--- src/rtl/led_pkg.sv ---
// Shared definitions for the running-light generator, its receive-side
// decoder and the bench model.
//   led_state_e : decoder FSM states
//   LED0..LED3  : the four legal one-hot codes on the 4-bit bus
//   led_next()  : the next pattern in the rotation
//                 dir = 0 : 0001 -> 0010 -> 0100 -> 1000 -> 0001
//                 dir = 1 : the reverse order
package led_pkg;

    typedef enum logic [1:0] {
        IDLE    = 2'd0,
        ACQUIRE = 2'd1,
        LOCKED  = 2'd2,
        FAULT   = 2'd3
    } led_state_e;

    localparam logic [3:0] LED0 = 4'b0001;
    localparam logic [3:0] LED1 = 4'b0010;
    localparam logic [3:0] LED2 = 4'b0100;
    localparam logic [3:0] LED3 = 4'b1000;

    // Rotation by one position. A non-one-hot input rotates into another
    // non-one-hot value, so it can never match a legal successor.
    function automatic logic [3:0] led_next(input logic [3:0] data, input logic dir);
        return dir ? {data[0], data[3:1]} : {data[2:0], data[3]};
    endfunction

endpackage

--- src/rtl/led_onehot_dec.sv ---
// Combinational one-hot decoder for the 4-bit running-light bus.
//   data  in  4 : pattern bus
//   pos   out 2 : index of the set bit (0 when the code is not one-hot)
//   legal out 1 : data has exactly one bit set
module led_onehot_dec
    import led_pkg::*;
(
    input  logic [3:0] data,
    output logic [1:0] pos,
    output logic       legal
);

    always_comb begin
        pos   = 2'd0;
        legal = 1'b1;
        case (data)
            LED0:    pos = 2'd0;
            LED1:    pos = 2'd1;
            LED2:    pos = 2'd2;
            LED3:    pos = 2'd3;
            default: legal = 1'b0;
        endcase
    end

endmodule

--- src/rtl/led_pattern_decoder.sv ---
// Receive-side monitor for the 4-bit running-light bus. Samples data under
// the generator enable, decodes the lit position, locks onto the expected
// rotation and reports illegal codes, wrong steps and stalls.
//   clk       in  1 : clock, rising edge
//   res       in  1 : asynchronous active-high reset
//   sw        in  1 : generator enable
//   data      in  4 : pattern bus
//   pos       out 2 : index of the set bit, valid while pos_valid
//   pos_valid out 1 : state is LOCKED
//   locked    out 1 : state is LOCKED
//   err       out 1 : one-cycle pulse per error detected while LOCKED
//   fault     out 1 : sticky error state, cleared only by res
//   step_cnt  out 8 : correct steps seen while LOCKED, wraps 255 -> 0
//   dbg_state out 2 : current FSM state
module led_pattern_decoder
    import led_pkg::*;
#(
    parameter int LOCK_COUNT = 4,
    parameter int ERR_LIMIT  = 2,
    parameter int TIMEOUT    = 16,
    parameter int DIR        = 0
) (
    input  logic       clk,
    input  logic       res,
    input  logic       sw,
    input  logic [3:0] data,
    output logic [1:0] pos,
    output logic       pos_valid,
    output logic       locked,
    output logic       err,
    output logic       fault,
    output logic [7:0] step_cnt,
    output led_state_e dbg_state
);

    localparam int GW = $clog2(LOCK_COUNT + 1);
    localparam int HW = $clog2(TIMEOUT + 1);
    localparam int EW = $clog2(ERR_LIMIT + 1);

    localparam logic [GW-1:0] LOCK_C = GW'(LOCK_COUNT);
    localparam logic [HW-1:0] TO_C   = HW'(TIMEOUT);
    localparam logic [EW-1:0] ERR_C  = EW'(ERR_LIMIT);
    localparam logic          DIR_B  = (DIR != 0);

    led_state_e    state;
    logic [3:0]    prev;
    logic [GW-1:0] good_cnt;
    logic [HW-1:0] hold_cnt;
    logic [EW-1:0] err_cnt;

    logic [1:0]    dec_pos;
    logic          legal;
    logic          change;
    logic          good_step;
    logic          bad_step;
    logic [GW-1:0] good_inc;
    logic [HW-1:0] hold_inc;
    logic [EW-1:0] err_inc;
    logic          timeout;

    led_onehot_dec u_dec (
        .data  (data),
        .pos   (dec_pos),
        .legal (legal)
    );

    always_comb begin
        change    = (data != prev);
        good_step = change && legal && (data == led_next(prev, DIR_B));
        // An illegal code counts as bad even when the bus is not moving,
        // but only while the generator is enabled.
        bad_step  = (change && !good_step) || (sw && !legal);
        good_inc  = good_cnt + GW'(1);
        err_inc   = err_cnt + EW'(1);
        hold_inc  = (hold_cnt == TO_C) ? hold_cnt : hold_cnt + HW'(1);
        // Stall: the pattern has now stood still for TIMEOUT edges since the
        // last good step. Only possible without a change, so it can never
        // coincide with a change-driven bad step; both merge into one error.
        timeout   = !change && (hold_inc == TO_C);
    end

    assign dbg_state = state;

    always_ff @(posedge clk or posedge res) begin
        if (res) begin
            state     <= IDLE;
            prev      <= 4'd0;
            pos       <= 2'd0;
            pos_valid <= 1'b0;
            locked    <= 1'b0;
            err       <= 1'b0;
            fault     <= 1'b0;
            step_cnt  <= 8'd0;
            good_cnt  <= '0;
            hold_cnt  <= '0;
            err_cnt   <= '0;
        end else begin
            prev <= data;
            err  <= 1'b0;
            // pos tracks the bus regardless of state; pos_valid qualifies it.
            if (legal) begin
                pos <= dec_pos;
            end

            case (state)
                IDLE: begin
                    good_cnt <= '0;
                    hold_cnt <= '0;
                    err_cnt  <= '0;
                    if (sw) begin
                        state <= ACQUIRE;
                    end
                end

                ACQUIRE: begin
                    if (!sw) begin
                        state    <= IDLE;
                        good_cnt <= '0;
                        hold_cnt <= '0;
                        err_cnt  <= '0;
                    end else if (good_step) begin
                        good_cnt <= good_inc;
                        if (good_inc == LOCK_C) begin
                            state     <= LOCKED;
                            locked    <= 1'b1;
                            pos_valid <= 1'b1;
                            hold_cnt  <= '0;
                        end
                    end else if (bad_step) begin
                        good_cnt <= '0;
                    end
                end

                LOCKED: begin
                    // sw low beats any simultaneous error: no err pulse.
                    if (!sw) begin
                        state     <= IDLE;
                        locked    <= 1'b0;
                        pos_valid <= 1'b0;
                        good_cnt  <= '0;
                        hold_cnt  <= '0;
                        err_cnt   <= '0;
                    end else if (bad_step || timeout) begin
                        err       <= 1'b1;
                        err_cnt   <= err_inc;
                        good_cnt  <= '0;
                        hold_cnt  <= '0;
                        locked    <= 1'b0;
                        pos_valid <= 1'b0;
                        if (err_inc == ERR_C) begin
                            state <= FAULT;
                            fault <= 1'b1;
                        end else begin
                            state <= ACQUIRE;
                        end
                    end else if (good_step) begin
                        step_cnt <= step_cnt + 8'd1;
                        hold_cnt <= '0;
                    end else if (!change) begin
                        hold_cnt <= hold_inc;
                    end
                end

                FAULT: begin
                    // Sticky until res; sw and data are ignored.
                end

                default: begin
                    state <= IDLE;
                end
            endcase
        end
    end

endmodule

--- config.mk ---
export PLATFORM = sky130hd
export DESIGN_NAME = led_pattern_decoder
export DESIGN_NICKNAME = d
export VERILOG_FILES = /design/src/rtl/led_pkg.sv /design/src/rtl/led_onehot_dec.sv /design/src/rtl/led_pattern_decoder.sv
export SDC_FILE = /design/constraint.sdc
export NUM_CORES = 1
export LEC_CHECK = 0
export BUFFER_PORTS_ARGS = -buffer_cell sky130_fd_sc_hd__clkbuf_2
export CAP_MARGIN = 15
export CORE_MARGIN = 2
export CORE_UTILIZATION = 55
export CTS_CLUSTER_SIZE = 30
export DETAILED_ROUTE_END_ITERATION = 10
export GPL_ROUTABILITY_DRIVEN = 0
export PLACE_DENSITY = 0.85
export SLEW_MARGIN = 30
export SYNTH_ARGS = -nofsm -noshare
export SYNTH_HDL_FRONTEND = slang
export SYNTH_SLANG_ARGS = --single-unit
--- constraint.sdc ---
create_clock -name clk -period 4.8 [get_ports clk]
set_input_delay 1.44 -clock clk [delete_from_list [all_inputs] [get_ports clk]]
set_output_delay 1.44 -clock clk [all_outputs]
set_load 0.01 [all_outputs]
After elaboration in Yosys (flattened, before gate mapping)
Index checks and enable logic that the tools add are counted.
{"block": "totals", "mem_bits_ro": 0, "ff_bits": 29, "input_bits": 7, "word_cells": 96, "mem_bits_rw": 0, "out_inout_bits": 16, "mem_count": 0, "latch_bits": 0}
{"block": "classes", "div_mod_pow": 0, "mux": 38, "n_eq_ne": 22, "n_reduce_logical": 21, "addsub": 4, "bitwise": 1, "multipliers": 0, "shift": 0, "order_cmp": 0}
{"operator": "2-to-1 mux 5 bit", "n": 8}
{"operator": "2-to-1 mux 2 bit", "n": 10}
{"operator": "one-hot mux 2 bit (3 select lines)", "n": 3}
{"operator": "2-to-1 mux 3 bit", "n": 5}
{"operator": "one-hot mux 5 bit (3 select lines)", "n": 1}
{"operator": "AND reduction 4 bit", "n": 3}
{"operator": "== test 5 bit, second input constant", "n": 2}
{"operator": "inequality test 2 bit, second input constant", "n": 5}
{"operator": "AND reduction 5 bit", "n": 2}
{"operator": "2-to-1 mux 1 bit", "n": 9}
{"operator": "inequality test 3 bit, second input constant", "n": 3}
{"operator": "one-hot mux 3 bit (3 select lines)", "n": 1}
{"operator": "adder 8 x 1 -> 8 bit, second input constant", "n": 1}
{"operator": "AND reduction 3 bit", "n": 2}
{"operator": "adder 5 x 1 -> 5 bit, second input constant", "n": 1}
{"operator": "logical AND 1 bit", "n": 5}
{"operator": "inequality test 5 bit, second input constant", "n": 1}
{"operator": "== test 2 bit, second input constant", "n": 2}
{"operator": "== test 4 x 1 -> 1 bit, second input constant", "n": 1}
{"operator": "== test 4 x 2 -> 1 bit, second input constant", "n": 1}
{"operator": "== test 4 x 3 -> 1 bit, second input constant", "n": 1}
{"operator": "== test 4 bit", "n": 1}
{"operator": "== test 4 bit, second input constant", "n": 1}
{"operator": "inequality test 4 bit", "n": 1}
{"operator": "13 further kinds", "n": 16}

Depth between registers and ports, before layout
{"block": "depth", "ltp_word": 12, "ltp_mapped": 9, "mapped_depth_nobuf": 8}

Modules after synthesis
Synthesis repeated with hierarchy kept, for this count alone.
{"block": "unflattened", "hier_cells": 170, "hier_area_um2": 1755.4}
{"module": "led_pattern_decoder", "instances": 1, "cells_each": 162, "seq_area_each_um2": 725.7, "area_per_inst_um2": 1701.6}
{"module": "led_onehot_dec", "instances": 1, "cells_each": 8, "seq_area_each_um2": 0.0, "area_per_inst_um2": 53.8}

Least setup slack after synthesis
Ideal clock, no wire load.
{"block": "synth_path", "path_type": "input-to-reg", "start": "input port data[3]", "end": "register state[0], in the netlist dbg_state[0]", "path_buffers": 1, "path_stages": 7, "arrival_ns": 2.901, "path_slack_ns": 1.774, "cell_sequence": "buf_4 -> xor2_2 -> a211oi_4 -> a21oi_2 -> a31o_4 -> nand3b_4 -> mux2_4"}
{"block": "synth_between", "elab_chain_cells": 11}
{"element": "start, declared", "line": "led_pattern_decoder.sv:26", "source": "input logic [3:0] data,"}
{"element": "== test 4 x 1 -> 1 bit (tied with other cells)", "line": "led_onehot_dec.sv:16", "source": "case (data)"}
{"element": "OR reduction 4 bit (no line)"}
{"element": "2-to-1 mux 1 bit", "line": "led_onehot_dec.sv:16"}
{"element": "logical AND 1 bit (2 in series)", "line": "led_pattern_decoder.sv:69", "source": "good_step = change && legal && (data == led_next(prev, DIR_B));"}
{"element": "logical NOT 1 bit", "line": "led_pattern_decoder.sv:72", "source": "bad_step = (change && !good_step) || (sw && !legal);"}
{"element": "logical AND 1 bit", "line": "led_pattern_decoder.sv:72"}
{"element": "logical OR 1 bit", "line": "led_pattern_decoder.sv:72"}
{"element": "logical OR 1 bit", "line": "led_pattern_decoder.sv:143", "source": "end else if (bad_step || timeout) begin"}
{"element": "inequality test 3 bit (no line)"}
{"element": "AND reduction 5 bit (no line) *"}
{"element": "end signal, assigned", "line": "led_pattern_decoder.sv:86", "source": "state <= IDLE;"}
{"element": "end signal, assigned", "line": "led_pattern_decoder.sv:151", "source": "state <= FAULT;"}
{"element": "end signal, assigned", "line": "led_pattern_decoder.sv:154", "source": "state <= ACQUIRE;"}
{"element": "end, declared", "line": "led_pattern_decoder.sv:45", "source": "led_state_e state;"}
Every way passes the cells marked *; elsewhere a longest branch is shown, timed or not.
A chain may end at the register's enable or synchronous reset.

Worst setup path in the final report
{"block": "layout_path", "start": "input port data[2]", "end": "register state[0], in the netlist dbg_state[0]"}
Same word-level chain as after synthesis.

==> run metrics <==
slew margin rel.=between 60% and 70%; CTS tree=done; WHS=about 0.46 ns; post-synthesis mux area share=~2.5%; hold buffer count at CTS=0; largest net degree at the start of global routing=30; max-slew violation count=0; chip width=61.9 um; Synth Instances=roughly 170; Synth Warn #=0; adder-cell share of the synthesized area=between 6 and 7%; post-placement cell area=1950 um^2; syn nets=191; Post-synth EDFFs=0; Final nets=212; Leak=about 0.94 nW; multi-input logic area=between 1000 and 1500 um^2; Clock Path Buffers=2; flops & latches, synth=29; Ports=23; PwrDens=324 nW/um^2; fin crit share=~60%; CP max FO=10; Die Ht=between 60 and 70 um; WL final=3.19 mm; fmax=between 0.3 and 0.4 GHz; dominant synthesized flop cell=dfrtp_1; Root Driver=clkbuf_4; Num CTS Buffers=5; slowest CP cell=a211oi_4; CP arrival=3.11 ns; largest family of logic cells by synthesized area=compound AO/OA/AOI/OAI gates; Hold Fails Final Rpt=0; P&R area growth vs syn=10.6%; register area share after synthesis=between 30 and 40%; Period minus WS final=between 2 and 3 ns; die area=between 3000 and 4000 um^2; Sequential Area=around 730 um^2; Residual DRC=0; cells on worst reg2reg path=7; skew final=approximately 0.019 ns; Post-Syn Area=1840 um^2; clock latency at the later pin of the worst-skew pair=between 0.3 and 0.4 ns; Total GRT Usage=just under 20%; asr flop ratio synth=100%; Compound-Gate Fraction of Synth Area=between 10% and 20%; initial DRC count=slightly above 40; Via density=approximately 5.5; post-synthesis cell type count=56; Hold Path Class=reg -> reg; design area=a little over 2000 um^2; Crit. End Element=flop; Post-Route Setup TNS=0 ns; Peak VDD IR=between 0.0002 and 0.0003 V; share of layout cells above drive strength 1=about a quarter; initial antenna violation count=0; Hold Path Stages=1; fillers=roughly 270; unrepaired setup endpoints after global routing=no; critical path cell sequence=clkbuf_2 > xor2_2 > a211oi_4 > a21oi_2 > a31o_4 > nand3b_4 > mux2_4; IO buf count=22; DR vias=between 1,000 and 1,500; Core ar.=between 3000 and 4000 um^2; CTS HTree Levels=2; Syn Area/Cell=between 10 and 15 um^2; CTS resizes=0; commonest non-fill, non-tap cell in the layout=dfrtp_1; Worst path max stage delay=approximately 0.4 ns; vias in the first global route=1,258; commonest cells after routing, fill and taps aside=dfrtp_1, clkbuf_2, inv_1, xnor2_1, ha_1; Row Count=21; Simple-Gate Fraction of Synth Area=between 10% and 20%; Setup violations, final=0; Clock Sinks=29; max-cap viol count=0; Routed Antenna Nets=0; CP Class=in -> reg; drt wl/cell=between 10 and 15 um; Core Util, Final=62.0%; Starting Density=between 50% and 60%; critical path data required time=5.02 ns; antenna fix cells=0; drt first pass iters=4; setup repair bufs after CTS=0; Post-DP HPWL=about 2.3 mm; gr ovfl total=0; clk slew on worst S/H paths=roughly 0.090 ns; Worst Tran Pin Value=just under 0.6 ns; status=completed; crit path launch type=input pin; first-pass GRT wire length=approximately 5.4 mm; Post-Synth XOR/XNOR Area=about 9%
==> final cells by class <==
type | instances | area share [%]
clock inverter | 1 | 1.47
inverter | 12 | 2.21
sequential | 29 | 35.6
multi-input combinational | 125 | 49.8
clock buffer | 7 | 2.70
timing repair buffer | 22 | 5.41
tap | 46 | 2.83
==> state kept, by name, summed over array words and instances (netlist names) <==
register / count
err: 1
locked: 1
dbg_state: 2
hold_cnt: 5
good_cnt: 3
step_cnt: 8
fault: 1
err_cnt: 2
prev: 4
pos: 2
==> metal layers <==
layer | part of all wire [%] | vias to the layer above | global-route usage, %
met5 | 0 | - | 0
met4 | 2.9 | 0 | 10.3
met1 | 46 | 633 | 25.2
met3 | 4.6 | 11 | 6.83
met2 | 46 | 27 | 30.1
li1 | - | 670 | -
==> synthesized netlist by cell type, types with 3 or more instances <==
cell type / count / area (um^2)
a21oi_1: 5 / 25.0
nand2_1: 9 / 33.8
inv_1: 12 / 45.0
nand2b_1: 6 / 37.5
ha_1: 10 / 125
o31ai_1: 3 / 22.5
dfrtp_1: 29 / 726
a22o_1: 4 / 35.0
o21ai_0: 7 / 35.0
xnor2_1: 10 / 87.6
xor2_1: 7 / 61.3
buf_2: 4 / 20.0
nor2_1: 9 / 33.8
nand3_1: 7 / 35.0
==> report_power, final <==
| group | total, mW | internal [mW] | leakage, nW | switching, mW |
|---|---|---|---|---|
| Sequential | 0.276 | 0.260 | 0.390 | 0.0161 |
| Clock | 0.212 | 0.124 | 0.0455 | 0.0875 |
| Combinational | 0.171 | 0.0781 | 0.506 | 0.0931 |
==> critical path: cells and delay by family <==
family | cells | cell delay, ns
compound gates | 3 | 0.76
buf+inv | 1 | 0.20
mux | 1 | 0.30
simple gates | 1 | 0.17
xor+xnor | 1 | 0.24
==> final timing paths <==
path / from / end / slack (ns)
min in group asynchronous: res / good_cnt[2] / 1.13
worst max-delay path: data[2] / dbg_state[0] / 1.91
max in group asynchronous: res / step_cnt[2] / 3.26
worst min-delay path: fault / fault / 0.46
worst min register to register: fault / fault / 0.46
worst max register to register: hold_cnt[0] / dbg_state[0] / 2.35
==> per-stage QoR <==
stage	total power [mW]	setup slack [ns]	cells
after detailed placement	0.453	1.56	234
after global routing	0.699	1.79	242
after floorplan	0.414	1.77	174
after global placement	0.449	1.60	234
final	0.659	1.91	242
after CTS	0.664	1.91	242
==> cells by family after synthesis <==
family,after synthesis
and+or+nand+nor,52
AOI/OAI and AO/OA,41
DFF,29
buffers and inverters,20
xor gates and xnor gates,18
adders and majority gates,10
muxes,4
Note: power is estimated with default switching activity, not from simulation.
